[src/rtl/axil_wb_bridge.sv]
// AXI4-Lite slave to pipelined Wishbone B4 master bridge, one transaction in flight.
// Adds window decode (DECERR), stall handling, err->SLVERR mapping, a watchdog and R/W round-robin.
module axil_wb_bridge #(
  parameter int                    DATA_WIDTH     = 32,
  parameter int                    ADDR_WIDTH     = 32,
  parameter int                    WB_ADDR_WIDTH  = 8,
  parameter logic [ADDR_WIDTH-1:0] BASE_ADDR      = '0,
  parameter logic [ADDR_WIDTH-1:0] ADDR_SPAN      = 'h100,
  parameter int                    TIMEOUT_CYCLES = 255
) (
  input  logic                     i_clk_100,
  input  logic                     i_rst_100_n,
  input  logic                     i_axil_AWVALID,
  output logic                     o_axil_AWREADY,
  input  logic [ADDR_WIDTH-1:0]    i_axil_AWADDR,
  input  logic [2:0]               i_axil_AWPROT,
  input  logic                     i_axil_WVALID,
  output logic                     o_axil_WREADY,
  input  logic [DATA_WIDTH-1:0]    i_axil_WDATA,
  input  logic [DATA_WIDTH/8-1:0]  i_axil_WSTRB,
  output logic                     o_axil_BVALID,
  input  logic                     i_axil_BREADY,
  output logic [1:0]               o_axil_BRESP,
  input  logic                     i_axil_ARVALID,
  output logic                     o_axil_ARREADY,
  input  logic [ADDR_WIDTH-1:0]    i_axil_ARADDR,
  input  logic [2:0]               i_axil_ARPROT,
  output logic                     o_axil_RVALID,
  input  logic                     i_axil_RREADY,
  output logic [DATA_WIDTH-1:0]    o_axil_RDATA,
  output logic [1:0]               o_axil_RRESP,
  output logic                     o_wb_cyc,
  output logic                     o_wb_stb,
  output logic                     o_wb_we,
  output logic [WB_ADDR_WIDTH-1:0] o_wb_addr,
  output logic [DATA_WIDTH-1:0]    o_wb_data,
  output logic [DATA_WIDTH/8-1:0]  o_wb_sel,
  input  logic                     i_wb_stall,
  input  logic                     i_wb_ack,
  input  logic                     i_wb_err,
  input  logic [DATA_WIDTH-1:0]    i_wb_data
);

  // state   | meaning
  // IDLE    | waiting for a write (AW+W) or read (AR) candidate; grants one
  // WB_REQ  | cyc+stb asserted, waiting for the slave to stop stalling
  // WB_WAIT | request accepted, cyc held until ack/err or watchdog expiry
  // RESP    | B or R channel valid, waiting for the master's READY
  typedef enum logic [1:0] {IDLE, WB_REQ, WB_WAIT, RESP} state_t;

  localparam int STRB_W = DATA_WIDTH / 8;
  localparam int LSB    = $clog2(STRB_W);
  localparam int WDW    = (TIMEOUT_CYCLES > 1) ? $clog2(TIMEOUT_CYCLES) : 1;
  localparam logic [WDW-1:0] WD_LAST = WDW'((TIMEOUT_CYCLES > 0) ? TIMEOUT_CYCLES - 1 : 0);
  localparam logic [ADDR_WIDTH:0] WIN_LO = {1'b0, BASE_ADDR};
  localparam logic [ADDR_WIDTH:0] WIN_HI = {1'b0, BASE_ADDR} + {1'b0, ADDR_SPAN};

  localparam logic [1:0] RESP_OKAY   = 2'b00;
  localparam logic [1:0] RESP_SLVERR = 2'b10;
  localparam logic [1:0] RESP_DECERR = 2'b11;

  state_t                  state;
  logic                    prefer_wr;
  logic [WDW-1:0]          wdog;
  logic [1:0]              resp;
  logic                    wr_cand, rd_cand, grant_wr, grant_rd;
  logic [ADDR_WIDTH-1:0]   req_addr, req_off;
  logic                    in_range, wb_term, wd_fire;
  logic                    unused_ok;

  assign wr_cand  = i_axil_AWVALID && i_axil_WVALID;
  assign rd_cand  = i_axil_ARVALID;
  assign grant_wr = i_rst_100_n && (state == IDLE) && wr_cand && (!rd_cand || prefer_wr);
  assign grant_rd = i_rst_100_n && (state == IDLE) && rd_cand && (!wr_cand || !prefer_wr);

  assign o_axil_AWREADY = grant_wr;
  assign o_axil_WREADY  = grant_wr;
  assign o_axil_ARREADY = grant_rd;

  // Widen by one bit so a window ending at the top of the address space still decodes.
  assign req_addr = grant_wr ? i_axil_AWADDR : i_axil_ARADDR;
  assign in_range = ({1'b0, req_addr} >= WIN_LO) && ({1'b0, req_addr} < WIN_HI);
  assign req_off  = req_addr - BASE_ADDR;

  assign wb_term = (((state == WB_REQ) && !i_wb_stall) || (state == WB_WAIT))
                   && (i_wb_ack || i_wb_err);
  assign wd_fire = (TIMEOUT_CYCLES != 0) && ((state == WB_REQ) || (state == WB_WAIT))
                   && !wb_term && (wdog == WD_LAST);

  assign o_axil_BRESP = resp;
  assign o_axil_RRESP = resp;
  assign unused_ok    = ^{i_axil_AWPROT, i_axil_ARPROT, req_off};

  always_ff @(posedge i_clk_100) begin
    if (!i_rst_100_n) begin
      state         <= IDLE;
      prefer_wr     <= 1'b1;
      wdog          <= '0;
      resp          <= RESP_OKAY;
      o_axil_BVALID <= 1'b0;
      o_axil_RVALID <= 1'b0;
      o_axil_RDATA  <= '0;
      o_wb_cyc      <= 1'b0;
      o_wb_stb      <= 1'b0;
      o_wb_we       <= 1'b0;
      o_wb_addr     <= '0;
      o_wb_data     <= '0;
      o_wb_sel      <= '0;
    end else begin
      case (state)
        IDLE: begin
          if (grant_wr || grant_rd) begin
            prefer_wr <= grant_rd;
            o_wb_we   <= grant_wr;
            o_wb_addr <= req_off[LSB +: WB_ADDR_WIDTH];
            o_wb_data <= grant_wr ? i_axil_WDATA : '0;
            o_wb_sel  <= grant_wr ? i_axil_WSTRB : '1;
            if (!in_range) begin
              resp          <= RESP_DECERR;
              o_axil_RDATA  <= '0;
              o_axil_BVALID <= grant_wr;
              o_axil_RVALID <= grant_rd;
              state         <= RESP;
            end else if (grant_wr && (i_axil_WSTRB == '0)) begin
              resp          <= RESP_OKAY;
              o_axil_BVALID <= 1'b1;
              state         <= RESP;
            end else begin
              o_wb_cyc <= 1'b1;
              o_wb_stb <= 1'b1;
              wdog     <= '0;
              state    <= WB_REQ;
            end
          end
        end
        WB_REQ, WB_WAIT: begin
          wdog <= wdog + WDW'(1);
          if (wb_term || wd_fire) begin
            // err beats a simultaneous ack; an expired watchdog reads back zero.
            o_wb_cyc      <= 1'b0;
            o_wb_stb      <= 1'b0;
            resp          <= (wd_fire || i_wb_err) ? RESP_SLVERR : RESP_OKAY;
            if (!o_wb_we)
              o_axil_RDATA <= (wb_term && !i_wb_err) ? i_wb_data : '0;
            o_axil_BVALID <= o_wb_we;
            o_axil_RVALID <= !o_wb_we;
            state         <= RESP;
          end else if ((state == WB_REQ) && !i_wb_stall) begin
            o_wb_stb <= 1'b0;
            state    <= WB_WAIT;
          end
        end
        RESP: begin
          if ((o_axil_BVALID && i_axil_BREADY) || (o_axil_RVALID && i_axil_RREADY)) begin
            o_axil_BVALID <= 1'b0;
            o_axil_RVALID <= 1'b0;
            state         <= IDLE;
          end
        end
        default: state <= IDLE;
      endcase
    end
  end

endmodule
[config.mk]
export PLATFORM = sky130hd
export DESIGN_NAME = axil_wb_bridge
export DESIGN_NICKNAME = d
export VERILOG_FILES = /design/src/rtl/axil_wb_bridge.sv
export SDC_FILE = /design/constraint.sdc
export NUM_CORES = 1
export LEC_CHECK = 0
export CAP_MARGIN = 15
export CORE_MARGIN = 8
export CORE_UTILIZATION = 37
export CTS_BUF_LIST = sky130_fd_sc_hd__clkbuf_4
export DETAILED_ROUTE_END_ITERATION = 7
export GPL_TIMING_DRIVEN = 1
export PLACE_DENSITY = 0.75
export SLEW_MARGIN = 20
export SYNTH_ARGS = -nofsm -noshare
export SYNTH_HDL_FRONTEND = slang
export SYNTH_SLANG_ARGS = --single-unit
[constraint.sdc]
create_clock -name i_clk_100 -period 2.05 [get_ports i_clk_100]
set_input_delay 0.41 -clock i_clk_100 [delete_from_list [all_inputs] [get_ports i_clk_100]]
set_output_delay 0.41 -clock i_clk_100 [all_outputs]
set_load 0.05 [all_outputs]
==> reports/results.env <==
RUN_STATUS='finished with violations'
VIOLATIONS='negative setup slack'
SLEW_VIOLATIONS=0
CP_NUM_BUF_INV=5
NETSWITCHINGPOWER_uW=3767
GRT_MAX_DEGREE=45
IO_PINS=236
WORSTSETUPENDPOINTTYPE='primary output'
DETAILEDPLACEMENTHPWL_UM=14330
ROUTED_WIRE_LENGTH_PER_INSTANCE_UM=18.61
WIRELENGTH_UM=21580
SYNTH.MOST_COMMON_CELL='sky130_fd_sc_hd__dfxtp_1'
MAX-VDD-IR-DROP_uV=505.7
ROWS=44
YOSYS_REGISTER_BITS=94
FF2FF_PATH_DEPTH=9
LAYOUT_MIN_CYCLE_TIME_NS=2.152
CLOCK_POWER_SHARE_PCT=12.3
MAX_SLEW_MARGIN_PCT=62.50
WORSTMARGINPINSLEW_NS=0.5647
CLOCK_TREE.ROOT_CELL='sky130_fd_sc_hd__clkbuf_4'
TIMING.SETUP.TNS_NS=-1.402
TIMING.CRITICAL_PATH.SLOWEST_STAGE_CELL='sky130_fd_sc_hd__dfxtp_2'
CRITICAL-PATH-TOP-DELAY-FAMILY='buffers and inverters'
DRT-PASS1-ITER-COUNT=5
ANTENNA_FOUND_INITIAL=1
TIMING.CRITICAL_PATH.FROM_TYPE='flop'
GRT_SETUP_UNREPAIRED='yes'
NUM_VIAS=6401
STARTPOINT_OF_THE_WORST_SLACK_REG_TO_REG_TIMING_PATH='state[1]'
AREA_DELTA_SYNTH_FINAL_PCT=69.54
POWER.DENSITY_CELL_AREA_nW_PER_UM2=995.7
WORST-SETUP-PATH-TYPE='reg -> out'
FINAL.SETUP.WORST_SLACK_NS=-0.1020
ORDERED_CELL_LIST_FOR_THE_CRITICAL_PATH='inv_4 -> ha_4 -> and4_4 -> buf_6 -> nand2_4 -> clkinv_4 -> buf_6 -> buf_12'
SYNTH.TOP_CELL.AREA_SHARE_PCT=35.18
TRITONCTS='yes'
SYNTHFLOPTYPE='sky130_fd_sc_hd__dfxtp_1'
DPL_WORST_SLACK_NS=-0.4194
SYN-CELL-AREA_UM2=5349
DETAIL_ROUTE.DRC_VIOLATIONS=0
DIE-HEIGHT_UM=136.2
TRITONCTS.NUM_BUFFERS=9
NNETSFINAL=1125
TIMING.CRITICAL_PATH.ARRIVAL_NS=1.74
WORST_HOLD_PATH.NUM_CELLS=3
SYN_INST=687
CRIT_FANOUT=3
MULTI_INPUT_COMB_AREA_UM2=3209
YS_TYPES=45
H_TREE_DEPTH=3
FF_LATCH_AREA_UM2=1884
CLK_PATH_BUF_DEPTH=2
TIMING.CRITICAL_PATH.REQUIRED_NS=1.64
CP_SLOWEST_STAGE_DELAY_NS=0.38
WORST-R2R-SETUP-SLACK_NS=-0.08
AREA_OF_THE_PLACEABLE_CORE_UM2=14310
SYNTH.YOSYS.WARNINGS=0
GRT.OVERFLOW.TOTAL=0
SYNTH-SEQ-AREA-SHARE_PCT=35.18
ANTENNA_VIOLATING_NETS_REMAINING=0
SYNTH_LARGEST_AREA_CELL='sky130_fd_sc_hd__dfxtp_1'
POSTSYNTH.ASYNCRESETSHARE_PCT=0
CPMOSTUSEDCELL='sky130_fd_sc_hd__buf_6'
WHS_ENDPOINT='prefer_wr'
DETAILEDROUTE.FIRSTITERATIONVIOLATIONS=436
P_INT_uW=5262
CTS.CLK_SLEW.WORST_PATHS_NS=0.16
DIE-WIDTH_UM=136.2
SYNTH_ENABLE_FLOP_CELLS=0
SWSHARE_PCT=41.72
SYN-MEAN-INSTANCE-AREA_UM2=7.786
LEAKAGEPOWER_uW=0.004045
DRT-VIAS-PER-INSTANCE=5.518
MAX_FREQ_GHz=0.4647
SETUP-VIOLATIONS-FINAL=31
DRIVE_GT1_SHARE_PCT=18.05
FILL_CELLS=1252
FINAL_PERIOD_UTIL_PCT=105.0
PORT_BUFFERS=225
COMB_POWER_SHARE_PCT=64.6
R2R-END='o_axil_RDATA[29]'
MIN-DELAY-START='i_rst_100_n'
GRT_USAGE_PCT=22.48
NETLIST_TOP_CELLS_AREA='sky130_fd_sc_hd__dfxtp_1 35%, sky130_fd_sc_hd__mux2i_1 7.7%, sky130_fd_sc_hd__o211ai_1 6.5%'
TRITONCTS_NUM_SINKS=94
SYNTHTOPCELLSBYCOUNT='94 x sky130_fd_sc_hd__dfxtp_1, 85 x sky130_fd_sc_hd__nor2_1, 48 x sky130_fd_sc_hd__clkbuf_1'
POWER_FRAC_SEQ_PCT=23.1
CLOCK-SKEW-FINAL_NS=0.02080
PLACE_CONGESTION=0.8219
CLK-INSERTION-DELAY-LATE_NS=0.49
DRV_CAP=0
CTS_HOLD_REPAIR.BUFFERS=0
MAPPEDNETLISTNETS=842
HOLD_VIOLATIONS_FINAL=0
MIN-DELAY-PATH-CLASS='in -> reg'
DIE-AREA_UM2=18560
FIRST_GLOBAL_VIAS=6345
INITIAL_UTILIZATION_PCT=37.37
GRT_FIRST_PASS_WIRELENGTH_UM=33280
worst register-to-register path, delay by kind of cell (launching register included):
| family | cells | cell delay [ns] |
|---|---|---|
| buffers and inverters | 5 | 0.69 |
| DFF | 1 | 0.38 |
| AOI/OAI and AO/OA | 1 | 0.38 |
| adders and majority gates | 1 | 0.28 |
| muxes | 1 | 0.24 |
| and+or+nand+nor | 1 | 0.09 |
area by class of cell:
cell class / count / share of cell area [%]
diodes: 1 / 0.02759
clock buffers: 10 / 0.8278
clock inverters: 6 / 0.7864
inverters: 43 / 1.863
multi-input cells: 483 / 35.39
flip-flops and latches: 94 / 20.78
well taps: 184 / 2.539
repair buffers: 339 / 37.79
layer usage:
layer	global-route usage (%)	wire, um
met2	37.48	10520
met5	0	0
met4	8.603	578
met1	26.31	8653
met3	7.243	1831
cell families after synthesis:
group,count (synthesis),share of synthesized area [%]
muxes,41,7.672
DFF,94,35.18
AOI/OAI and AO/OA,132,18.36
adders and majority gates,7,1.637
and+or+nand+nor,303,28.47
buffers and inverters,110,8.678
cell usage in the layout (no fill, tap or decap), types with 35 or more instances in the layout:
cell type,count
sky130_fd_sc_hd__o211ai_1,46
sky130_fd_sc_hd__nand2_1,35
sky130_fd_sc_hd__clkdlybuf4s50_1,136
sky130_fd_sc_hd__dfxtp_1,92
sky130_fd_sc_hd__inv_1,37
sky130_fd_sc_hd__nor2_1,82
sky130_fd_sc_hd__buf_4,80
sky130_fd_sc_hd__nand4_1,42
sky130_fd_sc_hd__mux2i_1,39
sky130_fd_sc_hd__dlygate4sd2_1,83
sky130_fd_sc_hd__nand3_1,40
how the worst max path moves through the flow:
stage,from,end,slack [ns],cells past startpoint
after detailed placement,i_axil_ARADDR[22],wdog[2],-0.42,6
after floorplan,state[0],o_axil_RDATA[21],0.003,10
final,state[1],o_axil_AWREADY,-0.10,8
after CTS,state[1],o_axil_AWREADY,-0.12,8
after global routing,state[1],o_axil_WREADY,-0.17,8
after global placement,i_axil_ARADDR[22],wdog[2],-0.38,6
flip-flops by register name, indices dropped and copies added (netlist names), 2 cells and up:
name,cells
state,2
o_wb_sel,4
o_axil_RDATA,32
wdog,8
o_wb_addr,8
o_axil_BRESP,2
o_wb_data,32
through the flow:
| step | util (%) | cell area, um2 | hold slack (ns) | std cells | total power (uW) |
|---|---|---|---|---|---|
| 2_1_floorplan | - | 5390 | 0.4724 | 687 | 4820 |
| 3_3_place_gp | 58.10 | 8317 | 0.4534 | 1107 | 6491 |
| 3_5_place_dp | 58.10 | 8317 | 0.4546 | 1107 | 6549 |
| 4_1_cts | 61.50 | 8803 | 0.2897 | 1148 | 8199 |
| 5_1_grt | 63.36 | 9069 | 0.3161 | 1160 | 9401 |
| 6_report | 63.36 | 9069 | 0.3172 | 1160 | 9029 |
power by group through the flow:
stage	combinational [uW]	clock (uW)	sequential, uW
after floorplan	2270	0	2550
after global placement	4370	0	2120
after detailed placement	4420	0	2130
after CTS	4980	1130	2090
after global routing	6100	1190	2110
final	5830	1110	2090
timing repair:
item / 4_1_cts / 5_1_grt
gates cloned: 6 / 4
setup endpoints to repair: 122 / 48
gates resized for setup: 116 / 40
setup buffers: 19 / 10
pin swaps: 8 / 31
No activity file was read; power rests on OpenSTA's default activity.
